$ cat config.mk
export PLATFORM = sky130hd
export DESIGN_NAME = rnd_hex_disp
export DESIGN_NICKNAME = d
export VERILOG_FILES = /design/src/rtl/rnd_hex_pkg.sv /design/src/rtl/btn_debounce.sv /design/src/rtl/rnd_hex_disp.sv
export SDC_FILE = /design/constraint.sdc
export NUM_CORES = 1
export LEC_CHECK = 0
export ABC_AREA = 1
export ABC_CLOCK_PERIOD_IN_PS = 1860
export CAP_MARGIN = 40
export CELL_PAD_IN_SITES_DETAIL_PLACEMENT = 1
export CELL_PAD_IN_SITES_GLOBAL_PLACEMENT = 2
export CORE_UTILIZATION = 35
export CTS_BUF_LIST = sky130_fd_sc_hd__clkbuf_8 sky130_fd_sc_hd__clkbuf_16
export DETAILED_ROUTE_END_ITERATION = 7
export HOLD_SLACK_MARGIN = 0.15
export PLACE_DENSITY_LB_ADDON = 0.1
export SLEW_MARGIN = 20
export SYNTH_ARGS = -nofsm -noshare
export SYNTH_HDL_FRONTEND = slang
export SYNTH_HIERARCHICAL = 1
export SYNTH_SLANG_ARGS = --single-unit
$ cat constraint.sdc
create_clock -name clk -period 1.86 [get_ports clk]
set_clock_uncertainty 0.05 [all_clocks]
set_input_delay 0.372 -clock clk [delete_from_list [all_inputs] [get_ports clk]]
set_output_delay 0.372 -clock clk [all_outputs]
set_load 0.03 [all_outputs]
$ cat src/rtl/rnd_hex_pkg.sv
// Shared types and segment encoding for the random hex display.
// Leading-zero blanking is selected with RND_HEX_LZB_EN in rnd_hex_disp.
package rnd_hex_pkg;

  typedef enum logic [1:0] {IDLE, ROLL, SHOW} state_t;

  localparam logic [6:0] SEG_BLANK = 7'b1111111;

  // Active-low {g,f,e,d,c,b,a} glyphs
  function automatic logic [6:0] hex2seg(input logic [3:0] nib);
    logic [6:0] s;
    case (nib)
      4'h0: s = 7'b1000000;
      4'h1: s = 7'b1111001;
      4'h2: s = 7'b0100100;
      4'h3: s = 7'b0110000;
      4'h4: s = 7'b0011001;
      4'h5: s = 7'b0010010;
      4'h6: s = 7'b0000010;
      4'h7: s = 7'b1111000;
      4'h8: s = 7'b0000000;
      4'h9: s = 7'b0010000;
      4'hA: s = 7'b0001000;
      4'hB: s = 7'b0000011;
      4'hC: s = 7'b1000110;
      4'hD: s = 7'b0100001;
      4'hE: s = 7'b0000110;
      default: s = 7'b0001110;
    endcase
    return s;
  endfunction

endpackage

$ cat src/rtl/btn_debounce.sv
// Two-flop synchronizer plus stability counter; o_level follows the
// synchronized button only after DB_CYCLES consecutive mismatching cycles.
module btn_debounce #(
  parameter int DB_CYCLES = 500000
) (
  input  logic clk,
  input  logic rst_n,
  input  logic i_btn,
  output logic o_level
);
  localparam int CW = (DB_CYCLES > 1) ? $clog2(DB_CYCLES) : 1;

  logic          sync1, sync2;
  logic [CW-1:0] cnt;

  always_ff @(posedge clk or negedge rst_n) begin
    if (!rst_n) begin
      sync1   <= 1'b0;
      sync2   <= 1'b0;
      cnt     <= '0;
      o_level <= 1'b0;
    end else begin
      sync1 <= i_btn;
      sync2 <= sync1;
      if (sync2 == o_level) begin
        cnt <= '0;
      end else if (cnt == CW'(DB_CYCLES - 1)) begin
        cnt     <= '0;
        o_level <= sync2;
      end else begin
        cnt <= cnt + 1'b1;
      end
    end
  end

endmodule

$ cat src/rtl/rnd_hex_disp.sv
// Button-driven roll/capture of an LFSR word, shown as multiplexed hex.
// Define RND_HEX_LZB_EN to blank leading zero digits (digit 0 never blanks).
module rnd_hex_disp
  import rnd_hex_pkg::*;
#(
  parameter int WIDTH     = 16,
  parameter int SCAN_DIV  = 50000,
  parameter int DB_CYCLES = 500000
) (
  input  logic              clk,
  input  logic              rst_n,
  input  logic              i_btn,
  input  logic [WIDTH-1:0]  i_rnd,
  output logic              o_lfsr_en,
  output logic [6:0]        o_seg,
  output logic [WIDTH/4-1:0] o_an,
  output logic              o_rolling
);
  localparam int NDIG = WIDTH / 4;
  localparam int CW   = $clog2(SCAN_DIV);
  localparam int IW   = (NDIG > 1) ? $clog2(NDIG) : 1;

  logic btn_db, btn_q, press, rel;
  state_t state, state_nx;
  logic [WIDTH-1:0] value;

  btn_debounce #(.DB_CYCLES(DB_CYCLES)) u_db (
    .clk    (clk),
    .rst_n  (rst_n),
    .i_btn  (i_btn),
    .o_level(btn_db)
  );

  assign press = btn_db & ~btn_q;
  assign rel   = ~btn_db & btn_q;

  always_comb begin
    state_nx = state;
    case (state)
      IDLE:    if (press) state_nx = ROLL;
      ROLL:    if (rel)   state_nx = SHOW;
      SHOW:    if (press) state_nx = ROLL;
      default: state_nx = IDLE;
    endcase
  end

  always_ff @(posedge clk or negedge rst_n) begin
    if (!rst_n) begin
      btn_q     <= 1'b0;
      state     <= IDLE;
      value     <= '0;
      o_lfsr_en <= 1'b0;
      o_rolling <= 1'b0;
    end else begin
      btn_q     <= btn_db;
      state     <= state_nx;
      o_lfsr_en <= (state_nx == ROLL);
      o_rolling <= (state_nx == ROLL);
      if (state == ROLL && rel) value <= i_rnd;
    end
  end

  // Scan: free-running digit timer, independent of the FSM
  logic [CW-1:0] cnt;
  logic [IW-1:0] idx;

  always_ff @(posedge clk or negedge rst_n) begin
    if (!rst_n) begin
      cnt <= '0;
      idx <= '0;
    end else if (cnt == CW'(SCAN_DIV - 1)) begin
      cnt <= '0;
      idx <= (idx == IW'(NDIG - 1)) ? '0 : idx + 1'b1;
    end else begin
      cnt <= cnt + 1'b1;
    end
  end

  logic [NDIG-1:0][3:0] nibs;
  logic [NDIG-1:0]      hi_zero;
  logic [6:0]           seg_nx;

  assign nibs = (state == ROLL) ? i_rnd : value;

  // hi_zero[d]: nibble d and everything above it are zero
  assign hi_zero[NDIG-1] = (nibs[NDIG-1] == 4'h0);
  for (genvar d = NDIG - 2; d >= 0; d--) begin : g_hz
    assign hi_zero[d] = hi_zero[d+1] & (nibs[d] == 4'h0);
  end

  always_comb begin
    seg_nx = hex2seg(nibs[idx]);
`ifdef RND_HEX_LZB_EN
    if (idx != '0 && hi_zero[idx]) seg_nx = SEG_BLANK;
`endif
  end

  always_ff @(posedge clk or negedge rst_n) begin
    if (!rst_n) begin
      o_an  <= ~NDIG'(1);
      o_seg <= 7'b1000000;
    end else begin
      o_an  <= ~(NDIG'(1) << idx);
      o_seg <= seg_nx;
    end
  end

`ifndef RND_HEX_LZB_EN
  logic unused_hz;
  assign unused_hz = ^hi_zero;
`endif

endmodule

==> reports/metrics.csv <==
metric,value,unit
r2r-start,state[1],
timing.rr.end,o_seg[0],
crit_slowest_cell,clkdlybuf4s50_1,
final_common_cell,nand2_1,
design_area,4880,sq um
cts-root-buf,clkbuf_8,
numCtsBuffers,9,
final.min_clock_period,1.80,ns
post_drt_wl_per_cell,14.3,microns
clockBufferDepth,2,
synth_nets,509,
syn2layout_area_growth,24.7,%
fp.dieH,108,microns
min_to,u_db/sync2,
hold_start,u_db/sync1,
max_cap_viol_count,0,
fillCellCount,1339,
pre_cts_slack,-0.194,ns
clk_latency,0.36,ns
seq_area,1780,sq um
io_pins,32,
fin_ws,0.0611,ns
hpwl,7.18,mm
drc,0,
ant_nets,0,
layout_common_cells,"112 x nand2_1, 66 x dfrtp_1, 57 x nor2_1",
crit_required,1.44,ns
max_stage_delay,0.67,ns
startpoint_type,flip-flop,
worstPathMaxFanout,1,
finalCritPeriodShare,0.967,
cp-end-kind,output port,
io_buffers,31,
ys_seq_area_frac,0.455,
grt_use_total,0.183,
tightest_slew,0.387,ns
path_depth,1,
synth_cell_type_count,36,
cp_num_buf_inv,1,
relSlewSlack,0.742,
instances_no_fill,687,
antenna_found_initial,0,
ys_seq_elements,71,
rows,38,
crit_path_cell_trace,clkdlybuf4s50_1,
crit_family,buffers and inverters,
start_util,0.360,
drtIter0Drc,129,
cts_tree,yes,
hp-class,flip-flop to flip-flop,
yosys_warnings,6,
antenna_cells,0,
regToRegSetupSlack,0.11,ns
gp_congestion,0.764,
hold_ws,0.311,ns
timing.fmax,0.556,GHz
nets,573,
design.die.area,11600,sq um
clock-sinks,71,
grt_max_degree,28,
multi_input_area,1910,sq um
grt_overflow_total,0,
status,"complete, no violations",
final_max_slew_viol_count,0,
core-area,10900,sq um
synth_area_leaders,"dfrtp_1 43%, nand2_1 11%, nand3_1 7.3%",
grt_pass1_wl,16.1,mm
htree_levels,3,
p_per_area,677,nW/um^2
finalWirelength,9.82,mm
finalSetupViolCount,0,
finalPower,3300,uW
hold_viol_final,0,
syn_inst,478,
drive_above_1_share,0.192,
grt_pass1_vias,3384,
cp.arrival,1.38,ns
hold_depth,0,
yosys.area.top_type,dfrtp_1,
reg2reg_depth,12,
cts.clk_slew.worst_paths,0.08,ns
synth.top_cell.area_share,0.428,
placed_cell_area,4530,sq um
viasPerCell,4.77,
dp_cells,666,
first_pass_iters,4,
syn_avg_cell_area,8.19,sq um
peakVddDrop,0.000601,V
num_vias,3274,
die_width,108,microns
netlist_area,3920,sq um
criticalPathCategory,flip-flop to output port,
p_leak,0.00230,uW
cells in the mapped netlist (all sizes together):
| master | instances |
|---|---|
| o21ai | 15 |
| nor4 | 1 |
| ha | 12 |
| xnor2 | 3 |
| nor2 | 67 |
| o22ai | 3 |
| nand4 | 5 |
| dfrtp | 67 |
| a21oi | 3 |
| nor3 | 11 |
| dfstp | 4 |
| clkbuf | 1 |
| nor3b | 2 |
| buf | 7 |
| o21a | 1 |
| xor2 | 16 |
| mux2 | 8 |
| inv | 60 |
| a31o | 1 |
| nand2 | 127 |
| nand3b | 1 |
| nand3 | 61 |
| clkinv | 1 |
| a31oi | 1 |
worst max-delay path by stage:
stage	slack, ns	to	startpoint
6_report	0.06	o_seg[2]	o_seg[2]
5_1_grt	-0.02	o_seg[0]	state[1]
4_1_cts	0.03	o_seg[2]	o_seg[2]
3_5_place_dp	-0.19	o_seg[3]	i_rnd[4]
3_3_place_gp	-0.13	o_seg[0]	i_rnd[9]
2_1_floorplan	0.15	o_seg[0]	state[1]
area by class of cell:
| class | count | area share |
|---|---|---|
| Inverter | 61 | 0.0469 |
| Multi-Input combinational cell | 339 | 0.391 |
| Clock inverter | 7 | 0.0249 |
| Sequential cell | 71 | 0.365 |
| Clock buffer | 9 | 0.0254 |
| Tap cell | 140 | 0.0359 |
| Timing Repair Buffer | 60 | 0.111 |
routing by layer:
metal | wire, microns | global-route usage | vias to the layer above
met3 | 368 | 0.0545 | 10
met4 | 114 | 0.0587 | 0
met1 | 4780 | 0.244 | 1590
met5 | 0 | 0 | -
li1 | - | - | 1638
met2 | 4560 | 0.285 | 36
worst register-to-register path, cell delays in order (launching register included):
cell and delay, ns:
dfrtp_1 0.41, inv_2 0.13, buf_6 0.15, nand3_1 0.07, nand3_1 0.12, nand2_1 0.07
nand2_1 0.07, nand2_2 0.10, ha_2 0.21, nand3_1 0.09, nand2_1 0.06, nand2_1 0.07
nand2_1 0.05
state kept, by name, summed over array words and instances, names as in the netlist:
| signal | cells |
|---|---|
| btn_q | 1 |
| cnt | 16 |
| idx | 2 |
| o_an | 4 |
| o_rolling | 1 |
| o_seg | 7 |
| state | 2 |
| u_db/cnt | 19 |
| u_db/o_level | 1 |
| u_db/sync1 | 1 |
| u_db/sync2 | 1 |
| value | 16 |
logic make-up (layout without fill, tap and decap cells):
logic type	Yosys count	after routing	share of synthesized area
fa+ha+maj	12	12	0.0383
mux	8	8	0.0230
flops	71	71	0.455
xor+xnor	19	19	0.0444
simple gates	275	276	0.330
compound gates	24	24	0.0335
buf+inv	69	137	0.0760
stage by stage:
stage          TNS, ns  utilization
6_report             0        0.449
5_1_grt        -0.0178        0.449
4_1_cts              0        0.440
3_5_place_dp     -1.15        0.416
3_3_place_gp    -0.723        0.416
2_1_floorplan        0            -
power breakdown:
part,switching [uW],total (uW),internal (uW)
clock,633,1530,894
sequential,11.4,1580,1570
combinational,113,197,84.6
total,757,3300,2550
timing repair:
action / in CTS / in global routing
endpoints found under the setup margin: 8 / 7
gates resized for setup: 6 / 15
setup buffers: 0 / 3
pin swaps: 0 / 3
hold endpoints to repair: 46 / 0
hold buffers: 1 / 0
cloned: 0 / 1
No activity file was read; power rests on OpenSTA's default activity.
